[src/rtl/fsmc_bus_if.sv]
// FSMC multiplexed-bus front end: synchronises the async strobes and AD bus, latches
// address/data and emits one-cycle downstream write/read strobes.
module fsmc_bus_if #(
   parameter int SYNC_STAGES = 2,
   parameter int TIMEOUT_CYC = 255
) (
   input  logic        CLK,
   input  logic        RST_N,
   input  logic        FSMC_NE,
   input  logic        FSMC_NADV,
   input  logic        FSMC_NWE,
   input  logic        FSMC_NOE,
   input  logic [15:0] FSMC_AD_I,
   output logic [15:0] FSMC_AD_O,
   output logic        FSMC_AD_OE,
   input  logic [15:0] RD_DATA,
   output logic        CS,
   output logic        WR_EN,
   output logic        RD_EN,
   output logic [15:0] ADDR,
   output logic [15:0] DATA,
   output logic        BUS_ERR
);

   localparam int CW = $clog2(TIMEOUT_CYC + 1);

   typedef enum logic [2:0] {
      IDLE, ADDR_WAIT, ACTIVE, WR_STB, RD_STB, RD_DRIVE, DONE
   } state_t;

   logic [SYNC_STAGES-1:0]       ne_sy, nadv_sy, nwe_sy, noe_sy;
   logic [SYNC_STAGES-1:0][15:0] ad_sy;
   logic                         ne_d, nadv_d, nwe_d, noe_d;
   logic                         ne_s, nadv_s, nwe_s, noe_s;
   logic [15:0]                  ad_s;
   logic                         ne_rise, ne_fall, nadv_rise, nwe_rise, noe_fall;
   state_t                       state;
   logic [CW-1:0]                cnt;

   // Strobes reset to their inactive (high) level so no edge is seen on reset release.
   always_ff @(posedge CLK) begin
      if (!RST_N) begin
         ne_sy   <= '1;
         nadv_sy <= '1;
         nwe_sy  <= '1;
         noe_sy  <= '1;
         ad_sy   <= '0;
         ne_d    <= 1'b1;
         nadv_d  <= 1'b1;
         nwe_d   <= 1'b1;
         noe_d   <= 1'b1;
      end else begin
         ne_sy   <= {ne_sy[SYNC_STAGES-2:0], FSMC_NE};
         nadv_sy <= {nadv_sy[SYNC_STAGES-2:0], FSMC_NADV};
         nwe_sy  <= {nwe_sy[SYNC_STAGES-2:0], FSMC_NWE};
         noe_sy  <= {noe_sy[SYNC_STAGES-2:0], FSMC_NOE};
         ad_sy   <= {ad_sy[SYNC_STAGES-2:0], FSMC_AD_I};
         ne_d    <= ne_s;
         nadv_d  <= nadv_s;
         nwe_d   <= nwe_s;
         noe_d   <= noe_s;
      end
   end

   assign ne_s      = ne_sy[SYNC_STAGES-1];
   assign nadv_s    = nadv_sy[SYNC_STAGES-1];
   assign nwe_s     = nwe_sy[SYNC_STAGES-1];
   assign noe_s     = noe_sy[SYNC_STAGES-1];
   assign ad_s      = ad_sy[SYNC_STAGES-1];
   assign ne_rise   = ne_s & ~ne_d;
   assign ne_fall   = ~ne_s & ne_d;
   assign nadv_rise = nadv_s & ~nadv_d;
   assign nwe_rise  = nwe_s & ~nwe_d;
   assign noe_fall  = ~noe_s & noe_d;

   always_ff @(posedge CLK) begin
      if (!RST_N) begin
         state      <= IDLE;
         cnt        <= '0;
         CS         <= 1'b1;
         WR_EN      <= 1'b0;
         RD_EN      <= 1'b0;
         ADDR       <= '0;
         DATA       <= '0;
         FSMC_AD_O  <= '0;
         FSMC_AD_OE <= 1'b0;
         BUS_ERR    <= 1'b0;
      end else begin
         CS      <= 1'b1;
         WR_EN   <= 1'b0;
         RD_EN   <= 1'b0;
         BUS_ERR <= 1'b0;
         // Counter saturates at the limit so a stuck bus reports only once.
         if (state == IDLE)
            cnt <= '0;
         else if (cnt != CW'(TIMEOUT_CYC))
            cnt <= cnt + 1'b1;

         case (state)
            IDLE:
               if (ne_fall) state <= ADDR_WAIT;
            ADDR_WAIT:
               if (ne_rise) state <= IDLE;
               else if (nadv_rise) begin
                  ADDR  <= ad_s;
                  state <= ACTIVE;
               end
            ACTIVE:
               // A write edge coinciding with NE release is still committed.
               if (nwe_rise) begin
                  DATA  <= ad_s;
                  state <= WR_STB;
               end else if (ne_rise) state <= IDLE;
               else if (nadv_rise) ADDR <= ad_s;
               else if (noe_fall) state <= RD_STB;
            WR_STB: begin
               CS    <= 1'b0;
               WR_EN <= 1'b1;
               state <= ne_s ? IDLE : DONE;
            end
            RD_STB: begin
               CS    <= 1'b0;
               RD_EN <= 1'b1;
               state <= ne_rise ? IDLE : RD_DRIVE;
            end
            RD_DRIVE:
               if (ne_rise || noe_s) begin
                  FSMC_AD_OE <= 1'b0;
                  state      <= ne_rise ? IDLE : DONE;
               end else if (RD_EN) begin
                  // RD_EN is high only during the first RD_DRIVE cycle: capture once.
                  FSMC_AD_O  <= RD_DATA;
                  FSMC_AD_OE <= 1'b1;
               end
            DONE:
               if (ne_s) state <= IDLE;
               else if (nadv_rise) begin
                  ADDR  <= ad_s;
                  state <= ACTIVE;
               end
            default: state <= IDLE;
         endcase

         if (state != IDLE && cnt == CW'(TIMEOUT_CYC - 1)) begin
            BUS_ERR    <= 1'b1;
            FSMC_AD_OE <= 1'b0;
            CS         <= 1'b1;
            WR_EN      <= 1'b0;
            RD_EN      <= 1'b0;
            state      <= DONE;
         end
      end
   end

endmodule

[config.mk]
export PLATFORM = sky130hd
export DESIGN_NAME = fsmc_bus_if
export DESIGN_NICKNAME = d
export VERILOG_FILES = /design/src/rtl/fsmc_bus_if.sv
export SDC_FILE = /design/constraint.sdc
export NUM_CORES = 1
export LEC_CHECK = 0
export BUFFER_PORTS_ARGS = -buffer_cell sky130_fd_sc_hd__buf_2
export CORE_ASPECT_RATIO = 0.5
export CORE_MARGIN = 2
export CORE_UTILIZATION = 27
export DETAILED_ROUTE_END_ITERATION = 8
export GPL_ROUTABILITY_DRIVEN = 0
export PLACE_DENSITY = 0.59
export SYNTH_ARGS = -nofsm -noshare
export SYNTH_HDL_FRONTEND = slang
export SYNTH_SLANG_ARGS = --single-unit
[constraint.sdc]
create_clock -name CLK -period 1.9 [get_ports CLK]
set_clock_uncertainty 0.05 [all_clocks]
set_input_delay 0.19 -clock CLK [delete_from_list [all_inputs] [get_ports CLK]]
set_output_delay 0.19 -clock CLK [all_outputs]
set_load 0.1 [all_outputs]
== After elaboration in Yosys (flattened, before gate mapping) ==
Index checks and enable logic that the tools add are counted.
Storage, ports and cells
  bits in registers: 108
  bits of input ports: 38
  output and inout bits: 53
  logic and storage cells: 92
Cells by class
  add/sub/neg operators: 1
  equality and inequality tests: 18
  mux-type cells: 25
  bitwise logic cells: 12
  reductions and logical operators: 15
Operators with widths (number)
  16-bit two-way mux: 4
  16-bit case mux with 3 select lines: 1
  3-bit two-way mux: 13
  3-bit case mux with 7 select lines: 1
  5-bit != test, second input constant: 2
  3-bit == test, second input constant: 3
  8-bit by 1-bit adder with 8-bit output, second input constant: 1
  8-bit == test, second input constant: 1
  2-bit != test, second input constant: 4
  4-bit != test, second input constant: 2
  8-bit != test, second input constant: 1
  4-bit AND reduction: 2
  1-bit NOT: 7
  3-bit by 2-bit == test with 1-bit output, second input constant: 2
  1-bit two-way mux: 6
  3-bit AND reduction: 2
  3-bit nonzero test: 2
  2-bit OR reduction: 3
  1-bit bitwise AND: 5
  2-bit AND reduction: 2
  3-bit by 1-bit == test with 1-bit output, second input constant: 1
  3-bit zero test: 1
  3-bit by 2-bit != test with 1-bit output, second input constant: 1
  3-bit != test, second input constant: 1
  other kinds (3): 3

== Longest topological paths before layout ==
Gate-level depths: netlist of run 1.
  word-level depth: 8
  mapped depth: 8
  gate-level depth less buffers: 5

== Worst setup path before layout of run 1 ==
OpenSTA, ideal clock, no wires.
  kind: register to register
  start: register RD_EN
  end: register FSMC_AD_O[10]
  library setup time: 70 ps
  data arrival time: 1748 ps
  required time: 1780 ps
  slack: 31 ps
  cell stages (with the launch flop): 6
  buffers on the path: 2
  clock period less this slack: 1869 ps
  path through: dfxtp_1 -> and2_1 -> clkbuf_1 -> buf_2 -> nand2_1 -> a21oi_1
On the way
  longest elaborated chain between the ends: 1
Ends and longest elaborated chain
  start, declared: line 19  | output logic RD_EN,
  start signal, assigned: line 82  | RD_EN <= 1'b0;
  start signal, assigned: line 91  | RD_EN <= 1'b0;
  start signal, assigned: line 123  | RD_EN <= 1'b1;
  3-bit AND reduction (no source line)
  end signal, assigned: line 85  | FSMC_AD_O <= '0;
  end signal, assigned: line 132  | FSMC_AD_O <= RD_DATA;
  end, declared: line 14  | output logic [15:0] FSMC_AD_O,
Every way passes these cells.
A chain may end at the register's enable or synchronous reset.

== Worst setup path after layout of run 1 ==
  start: register state[2]
  end: register ADDR[2]
On the way
  longest elaborated chain between the ends: 3
  elaborated cells between the ends (all ways): 8
  those cells by class: 5 x eq/ne; 1 x mux; 2 x reduce/logical
Ends and longest elaborated chain
  start, declared: line 37  | state_t state;
  start signal, assigned: line 119  | state <= ne_s ? IDLE : DONE;
  start signal, assigned: line 124  | state <= ne_rise ? IDLE : RD_DRIVE;
  start signal, assigned: line 129  | state <= ne_rise ? IDLE : DONE;
  3-bit by 2-bit == test with 1-bit output, or another cell as far along: line 99  | case (state)
  2-bit != test (no source line) or 3-bit nonzero test (tied branches)
  3-bit AND reduction (no source line)
  end signal, assigned: line 105  | ADDR <= ad_s;
  end signal, assigned: line 114  | else if (nadv_rise) ADDR <= ad_s;
  end signal, assigned: line 138  | ADDR <= ad_s;
  end, declared: line 20  | output logic [15:0] ADDR,
Parallel ways exist; a longest one is shown, timed or not.

==> qor.yml, run 1 <==
run_status:
  status: "complete, no violations"
grt:
  groute.usage.overall_pct: 11.1
  first_global_vias: 2607
  antenna_found_initial: 0
  grt_remaining_overflow: 0
  grt_max_degree: 49
  grt_pass1_wl_um: 12900
critical_path:
  cpLargestDelayFamily: "simple AND/OR/NAND/NOR gates"
  cp_slowest_cell: "dfxtp_1"
  criticalPathCategory: "reg2reg"
  crit_buf_inv: 2
  cp_max_fo: 16
  cpPeakStageDelay_ps: 330
  crit_top_cell: "mux2i_1"
  cp-start-kind: "register"
  worstPathRequired_ps: 2080
  endpoint_kind: "register"
  crit_arrival_ps: 1900
  crit_chain: "buf_4 -> nor2b_2 -> mux2i_1 -> nor4_4 -> buf_12 -> mux2i_1 -> nor2_1"
  reg2reg_setup_slack_ps: 180
route:
  totalWireLength_um: 8140
  wl_per_cell_um: 11.9
  ant_nets: 0
  remaining_drc_errors: 0
  dr.pass1.iters: 4
  dr_total_vias: 2892
  avgViaCountPerCell: 4.24
  drt_iter0_drc: 182
floorplan:
  die_h_um: 86.9
  fp.dieW_um: 170
  core_region_area_sq_um: 13500
  io_pins: 91
  initial_core_util_pct: 27.5
  dieArea_sq_um: 14800
  rows: 30
clock_network:
  h-tree-depth: 3
  clk_path_buf_depth: 2
  cts_inserted_buffers: 9
  post-cts-setup-buffers: 0
  cts_tree: "yes"
  cts_root_buffer: "clkbuf_16"
  path_clk_slew_ps: 80
  cts_sinks: 108
  clock_latency_ps: 340
placement:
  io_buffers: 90
  dpl.hpwl_um: 5620
  dp.cells: 651
sta:
  min_period_over_period_pct: 90.4
  tightestPinTransition_ps: 514
  hold_slack_ps: 14.2
  min_period_ps: 1720
  drv_slew: 0
  finalHoldViolations: 0
  slew_headroom_pct: 65.3
  rsz0062_at_grt: "false"
  setup_violations: 0
  fmax_mhz: 582
  tns_ps: 0
layout:
  fin_nets: 541
  layout_commonest_cell: "dfxtp_1"
  num_antenna_cells: 0
  syn2layout_area_growth_pct: 31.1
  drive_gt1_share_pct: 24.1
  stdcell_count: 682
  mostFrequentLayoutCells: "dfxtp_1, buf_2, nand2_1, a21oi_1, and2_1"
  num-fill-cells: 1360
  utilization_pct: 36.1
synthesis:
  syn_inst: 395
  syn_area_per_cell_sq_um: 9.40
  ys_seq_area_share_pct: 58.2
  yosys_warnings: 0
  ys_types: 38
  syn-num-nets: 435
  synth_area_leaders: "dfxtp_1, nand2_1, and2_1"
  synth_top_area_share_pct: 58.2
  ys_ff_latch: 108
  yosys.area.top_type: "dfxtp_1"
  synthesis.area_sq_um: 3710
power:
  vdd_drop_max_v: 0.000432
  leakage_uw: 0.00199
  powerDensity_nw_per_um2: 913
flow_run:
  cap_violations: 0
min_path:
  hold_path_class: "in2reg"
## kinds of logic (layout without fill, tap and decap cells)
family	Yosys count	in the layout	share of synthesized area, %
DFF	108	108	58.2
buffers and inverters	26	137	3.00
and+or+nand+nor	184	184	24.4
xor gates and xnor gates	3	3	0.708
muxes	17	17	4.58
adders and majority gates	2	2	0.674
AOI/OAI and AO/OA	55	55	8.39
## cell usage after synthesis, drive strengths merged
cell type  count
mux2i         17
nand2         77
a31oi          5
nand3          7
o22ai          2
a41oi          1
and2          33
a21oi         37
nand4          1
o21ai          4
nor2b          4
dfxtp        108
clkbuf        17
a211o          1
ha             2
nor2          28
xor2           2
o31a           1
nor4b          1
nor3           6
a211oi         2
or3            2
and3           3
or4            1
buf            4
nand2b        17
and3b          1
nor4           1
xnor2          1
o2111a         1
inv            5
nand3b         2
a311o          1
## cell type report
| type | instances | area (sq um) | share of cell area [%] |
|---|---|---|---|
| clock buffers | 9 | 225 | 4.63 |
| clock inverters | 7 | 91.3 | 1.88 |
| inverters | 5 | 18.8 | 0.386 |
| multi-input cells | 261 | 1440 | 29.6 |
| flip-flops and latches | 108 | 2160 | 44.5 |
| well taps | 176 | 220 | 4.53 |
| repair buffers | 116 | 708 | 14.6 |
## state kept, by name (all words and copies together), names as in the netlist, 2 cells and up
signal	flops
noe_sy	2
FSMC_AD_O	16
ADDR	16
DATA	16
ad_s	16
nadv_sy	2
cnt	8
nwe_sy	2
state	3
ad_sy	16
ne_sy	2
## stage by stage
stage | instance area [sq um] | power (uW) | worst slack [ps]
after floorplan | 3710 | 2450 | 31.4
after global placement | 4400 | 2520 | 192
after detailed placement | 4400 | 2520 | 144
after CTS | 4850 | 4500 | 122
after global routing | 4870 | 4620 | 91.7
final | 4870 | 4440 | 182
## worst paths after layout
path | startpoint | endpoint | depth (start not counted)
min | FSMC_AD_I[12] | ad_sy[12] | 2
max reg2reg | state[2] | ADDR[2] | 7
max | state[2] | ADDR[2] | 7
min reg2reg | nadv_sy[0] | nadv_sy[1] | 1
## per-layer routing
metal | routed length [um] | vias to the layer above | part of all wire [%] | GRT usage [%]
li1 | - | 1502 | - | -
met1 | 3910 | 1320 | 48 | 14.6
met2 | 3770 | 56 | 46 | 17.6
met3 | 302 | 14 | 3.7 | 2.73
met4 | 165 | 0 | 2.0 | 4.90
met5 | 0 | - | 0 | 0
## power by group
| group | internal [uW] | switching (uW) | total [uW] |
|---|---|---|---|
| registers | 2310 | 16.5 | 2320 |
| logic | 87.1 | 78.9 | 166 |
| clock network | 1060 | 894 | 1950 |
## what timing repair did
item                       CTS  global route
resized for setup            0             1
hold endpoints to repair    14             1
setup endpoints to repair    0             1
hold buffers                14             1
No activity file was read; power rests on OpenSTA's default activity.
==> run 2: changes to the inputs <==
Settings changed: RECOVER_POWER set to 100.
==> qor.yml, run 2 (synthesis gave the netlist of run 1 again) <==
run_status:
  status: "complete, no violations"
grt:
  grt_pass1_wl_um: 12900  # unchanged
  grt_max_degree: 49  # unchanged
  first_global_vias: 2607  # unchanged
  antenna_found_initial: 0  # unchanged
  grt_remaining_overflow: 0  # unchanged
  groute.usage.overall_pct: 11.1  # unchanged
clock_network:
  clock_latency_ps: 340  # about the same
  cts_root_buffer: "clkbuf_16"
  cts_inserted_buffers: 9  # unchanged
  cts_sinks: 108  # unchanged
  clk_path_buf_depth: 2  # unchanged
  path_clk_slew_ps: 70  # about the same
  cts_tree: "yes"
  h-tree-depth: 3  # unchanged
critical_path:
  criticalPathCategory: "reg2reg"
  cpPeakStageDelay_ps: 500  # +170 ps
  worstPathRequired_ps: 2120  # +40 ps
  cp-start-kind: "register"
  reg2reg_setup_slack_ps: 170  # -20 ps
  endpoint_kind: "register"
  crit_arrival_ps: 1950  # +50 ps
  crit_chain: "buf_4 -> nor4b_1 -> nand2_1 -> a311o_1 -> a31oi_1"
  crit_buf_inv: 1  # -1
  cpLargestDelayFamily: "simple AND/OR/NAND/NOR gates"
  cp_slowest_cell: "nor4b_1"
  cp_max_fo: 10  # -6
sta:
  tns_ps: 0  # unchanged
  drv_slew: 0  # unchanged
  tightestPinTransition_ps: 613  # +99.0 ps
  min_period_over_period_pct: 91.2  # +0.81 points
  finalHoldViolations: 0  # unchanged
  slew_headroom_pct: 59.2  # -6.1 points
  min_period_ps: 1730  # +15.3 ps
  rsz0062_at_grt: "false"
  setup_violations: 0  # unchanged
  fmax_mhz: 577  # -0.88%
route:
  ant_nets: 0  # unchanged
  avgViaCountPerCell: 4.23  # -0.28%
  dr.pass1.iters: 4  # unchanged
  dr_total_vias: 2884  # -0.28%
  drt_iter0_drc: 188  # +3.3%
  totalWireLength_um: 8120  # -0.26%
  remaining_drc_errors: 0  # unchanged
  wl_per_cell_um: 11.9  # -0.26%
layout:
  regArea_sq_um: 2160  # unchanged
  syn2layout_area_growth_pct: 30.9
  drive_gt1_share_pct: 23.7  # -0.40 points
  multi_input_area_sq_um: 1440  # unchanged
  fin_nets: 541  # unchanged
  stdcell_count: 682  # unchanged
  num-fill-cells: 1362  # +0.15%
  utilization_pct: 36.1  # -0.056 points
  mostFrequentLayoutCells: "dfxtp_1, nand2_1, clkbuf_2, a21oi_1, buf_2"
  layout_commonest_cell: "dfxtp_1"
  num_antenna_cells: 0  # unchanged
floorplan:
  die_h_um: 86.9  # unchanged
  fp.dieW_um: 170  # unchanged
  rows: 30  # unchanged
  core_region_area_sq_um: 13500  # unchanged
  dieArea_sq_um: 14800  # unchanged
  io_pins: 91  # unchanged
  initial_core_util_pct: 27.5  # unchanged
power:
  power_frac_comb_pct: 3.7  # about the same
  vdd_drop_max_v: 0.000430  # -0.60%
  power.share.clock_pct: 44.0  # about the same
  p_seq_share_pct: 52.3  # about the same
  p_total_uw: 4440  # -0.11%
  leakage_uw: 0.00193  # -3.3%
  internal_power_uw: 3450  # about the same
  p_sw_share_pct: 22.2  # -0.030 points
  powerDensity_nw_per_um2: 913  # about the same
  p_switching_uw: 987  # -0.25%
flow_run:
  cap_violations: 0  # unchanged
placement:
  dp.cells: 651  # unchanged
  io_buffers: 90  # unchanged
  dpl.hpwl_um: 5620  # unchanged
min_path:
  hold_path_class: "in2reg"
-- run 2: cell count changes in the layout (fill, tap and decap cells not counted), sizes merged --
| cell | change |
|---|---|
| buf | -56 |
| clkbuf | +56 |
-- run 2: timing repair --
| item | CTS | global route |
|---|---|---|
| hold buffers | 14 | 1 |
| setup buffers | 0 | 0 |
| gates resized for setup | 0 | 1 |
| setup endpoints to repair | 0 | 1 |
| endpoints found under the hold margin | 14 | 1 |
-- run 2: metal layers --
layer | global-route usage (%) | vias to the layer above | part of all wire, %
li1 | - | 1502 | -
met1 | 14.6 | 1322 | 48
met2 | 17.6 | 54 | 47
met3 | 2.73 | 6 | 3.7
met4 | 4.90 | 0 | 1.1
met5 | 0 | - | 0
-- run 2: per-stage QoR --
step / hold slack, ps / worst slack (ps) / cell area, sq um
2_1_floorplan: 241 / 31.4 / 3710
3_3_place_gp: 330 / 192 / 4400
3_5_place_dp: 330 / 144 / 4400
4_1_cts: 5.10 / 122 / 4850
5_1_grt: 3.72 / 61.7 / 4860
6_report: 20.3 / 166 / 4860
-- run 2: path summary, 6_finish.rpt --
kind / start / to / cells after the start
hold / removal: FSMC_AD_I[5] / ad_sy[5] / 2
setup / recovery: state[0] / state[2] / 5
setup reg to reg: state[0] / state[2] / 5
hold reg to reg: nadv_sy[0] / nadv_sy[1] / 1
-- run 2: worst register-to-register path, delay by kind of cell, from the launching register on --
family | cells | cell delay (ps)
AND/OR/NAND/NOR | 2 | 610
buffers and inverters | 1 | 190
flip-flops | 1 | 360
AO/OA/AOI/OAI | 2 | 450
-- run 2: area by class of cell --
class                           count  area share, %
Clock buffer                        9           4.64
Clock inverter                      7           1.88
Inverter                            5          0.386
Multi-Input combinational cell    261           29.6
Sequential cell                   108           44.5
Tap cell                          176           4.53
Timing Repair Buffer              116           14.4
-- run 2: power groups by stage --
stage	logic (uW)	registers, uW	clock network, uW
2_1_floorplan	75.8	2370	0
3_3_place_gp	141	2370	0
3_5_place_dp	143	2380	0
4_1_cts	165	2320	2010
5_1_grt	180	2330	2110
6_report	164	2320	1950
==> run 3: changes to the inputs <==
Settings changed: ABC_AREA set to 1, CAP_MARGIN set to 20, PLACE_DENSITY 0.59 to 0.58.
==> qor.yml, run 3 <==
grt:
  antenna_found_initial: 0  # unchanged
  groute.usage.overall_pct: 11.2  # +0.13 points
  first_global_vias: 2903  # +11%
  grt_pass1_wl_um: 13700  # +6.3%
  grt_max_degree: 62  # +27%
  grt_remaining_overflow: 0  # unchanged
clock_network:
  cts_tree: "yes"
  clk_path_buf_depth: 2  # unchanged
  cts_resized: 0  # unchanged
  cts_sinks: 108  # unchanged
  cts_inserted_buffers: 9  # unchanged
  h-tree-depth: 3  # unchanged
  path_clk_slew_ps: 70  # about the same
  clock_latency_ps: 340  # about the same
  cts_root_buffer: "clkbuf_16"
critical_path:
  reg2reg_setup_slack_ps: 220  # +50 ps
  cpLargestDelayFamily: "simple AND/OR/NAND/NOR gates"
  crit_cells: 7  # +2
  worstPathRequired_ps: 2060  # -60 ps
  cp-start-kind: "register"
  crit_buf_inv: 1  # unchanged
  cp_max_fo: 17  # +7
  cpPeakStageDelay_ps: 480  # -20 ps
  crit_chain: "inv_2 -> nand3_2 -> nor2_4 -> nor3_4 -> nand2_2 -> nand2_1 -> a21oi_1"
  crit_arrival_ps: 1840  # -110 ps
  endpoint_kind: "register"
  criticalPathCategory: "reg2reg"
  r2r_cells: 7  # +2
  cp_slowest_cell: "dfxtp_1"
floorplan:
  die_h_um: 88.4  # +1.7%
  core_region_area_sq_um: 13700  # +2.0%
  fp.dieW_um: 173  # +1.8%
  rows: 30  # unchanged
  initial_core_util_pct: 28.0  # +0.47 points
  dieArea_sq_um: 15300  # +3.6%
  io_pins: 91  # unchanged
synthesis:
  ys_ff_latch: 108  # unchanged
  syn_inst: 473  # +20%
  yosys.area.top_type: "dfxtp_1"
  yosys_warnings: 0  # unchanged
  synth_area_leaders: "dfxtp_1, nor2_1, nand2_1"
  async_flop_share_pct: 0  # unchanged
  synth-main-ff-cell: "dfxtp_1"
  synthesis.area_sq_um: 3850  # +3.7%
  syn-num-nets: 513  # +18%
  synth_edf_count: 0  # unchanged
  synth.most_common_cell: "dfxtp_1"
  ys_seq_area_share_pct: 56.2  # -2.1 points
  syn_area_per_cell_sq_um: 8.14  # -13%
  synth_top_area_share_pct: 56.2  # -2.1 points
  synth_common_cells: "dfxtp_1, nor2_1, nand2_1"
  ys_types: 27  # -29%
route:
  avgViaCountPerCell: 4.02  # -4.9%
  dr_total_vias: 3138  # +8.8%
  dr.pass1.iters: 4  # unchanged
  remaining_drc_errors: 0  # unchanged
  wl_per_cell_um: 10.9  # -8.7%
  totalWireLength_um: 8480  # +4.4%
  drt_iter0_drc: 153  # -19%
  ant_nets: 0  # unchanged
layout:
  mostFrequentLayoutCells: "dfxtp_1, nor2_1, nand2_1, clkbuf_2, inv_1"
  num-fill-cells: 1478  # +8.5%
  regArea_sq_um: 2160  # about the same
  num_antenna_cells: 0  # unchanged
  drive_gt1_share_pct: 23.1  # -0.59 points
  syn2layout_area_growth_pct: 28.2
  multi_input_area_sq_um: 1350  # -6.2%
  stdcell_count: 780  # +14%
  layout_commonest_cell: "dfxtp_1"
  fin_nets: 623  # +15%
sta:
  fmax_mhz: 595  # +3.2%
  setup_violations: 0  # unchanged
  tns_ps: 0  # unchanged
  finalHoldViolations: 0  # unchanged
  min_period_ps: 1680  # -54.1 ps
  tightestPinTransition_ps: 1050  # +439 ps
  slew_headroom_pct: 29.9  # -29 points
  drv_slew: 0  # unchanged
  rsz0062_at_grt: "false"
  min_period_over_period_pct: 88.4  # -2.8 points
power:
  leakage_uw: 0.00244  # +27%
  vdd_drop_max_v: 0.000403  # -6.1%
  powerDensity_nw_per_um2: 859  # -6.0%
run_status:
  status: "complete, no violations"
placement:
  dp.cells: 744  # +14%
  io_buffers: 90  # unchanged
  dpl.hpwl_um: 6160  # +9.6%
min_path:
  hold_path_class: "in2reg"
  min_path_cells: 3  # +1
flow_run:
  cap_violations: 0  # unchanged
## run 3: per-layer routing
metal	wire length (um)	global-route usage (%)	vias up
li1	-	-	1682
met1	3980	13.8	1389
met2	4080	19.8	53
met3	289	2.19	14
met4	129	4.62	0
met5	0	0	-
## run 3: report_power, final
group          total (uW)  internal (uW)  switching [uW]
Sequential           2330           2310            22.8
Clock                1730            901             828
Combinational         181           86.0            94.7
Total                4240           3290             945
## run 3: area by class of cell
type,instances,area share (%)
Sequential cell,108,43.8
Timing Repair Buffer,118,14.3
Clock buffer,10,4.64
Inverter,54,4.11
Multi-Input combinational cell,292,27.4
Clock inverter,6,0.963
Tap cell,192,4.87
## run 3: cells by family after synthesis
group,Yosys count,synth area share [%]
and+or+nand+nor,225,25.6
DFF,108,56.2
buffers and inverters,73,8.38
AOI/OAI and AO/OA,62,8.51
xor gates and xnor gates,3,0.683
adders and majority gates,2,0.650
## run 3: worst reg2reg max path, stage by stage (launching register included)
cell,delay [ps]
dfxtp_1,480
inv_2,90
nand3_2,120
nor2_4,90
nor3_4,280
nand2_2,270
nand2_1,120
a21oi_1,60
## run 3: final timing paths
check              start            end
min reg2reg    ad_sy[12]       ad_s[12]
max             state[0]        ADDR[2]
min          RD_DATA[10]  FSMC_AD_O[10]
max reg2reg     state[0]        ADDR[2]
## run 3: timing repair
action,CTS,global route
buffers inserted,0,0
hold endpoints to repair,20,0
hold buffers,20,0
## run 3: through the flow
step                util, %  area (sq um)  power, uW  hold WS, ps  setup WS (ps)
floorplan                 -          3850       2470          238            112
global placement       32.6          4480       2530          323            322
detailed placement     32.6          4480       2540          326            215
CTS                    36.1          4960       4290         5.49            198
global route           35.9          4940       4410         32.2           37.0
finish                 35.9          4940       4240         20.1            220
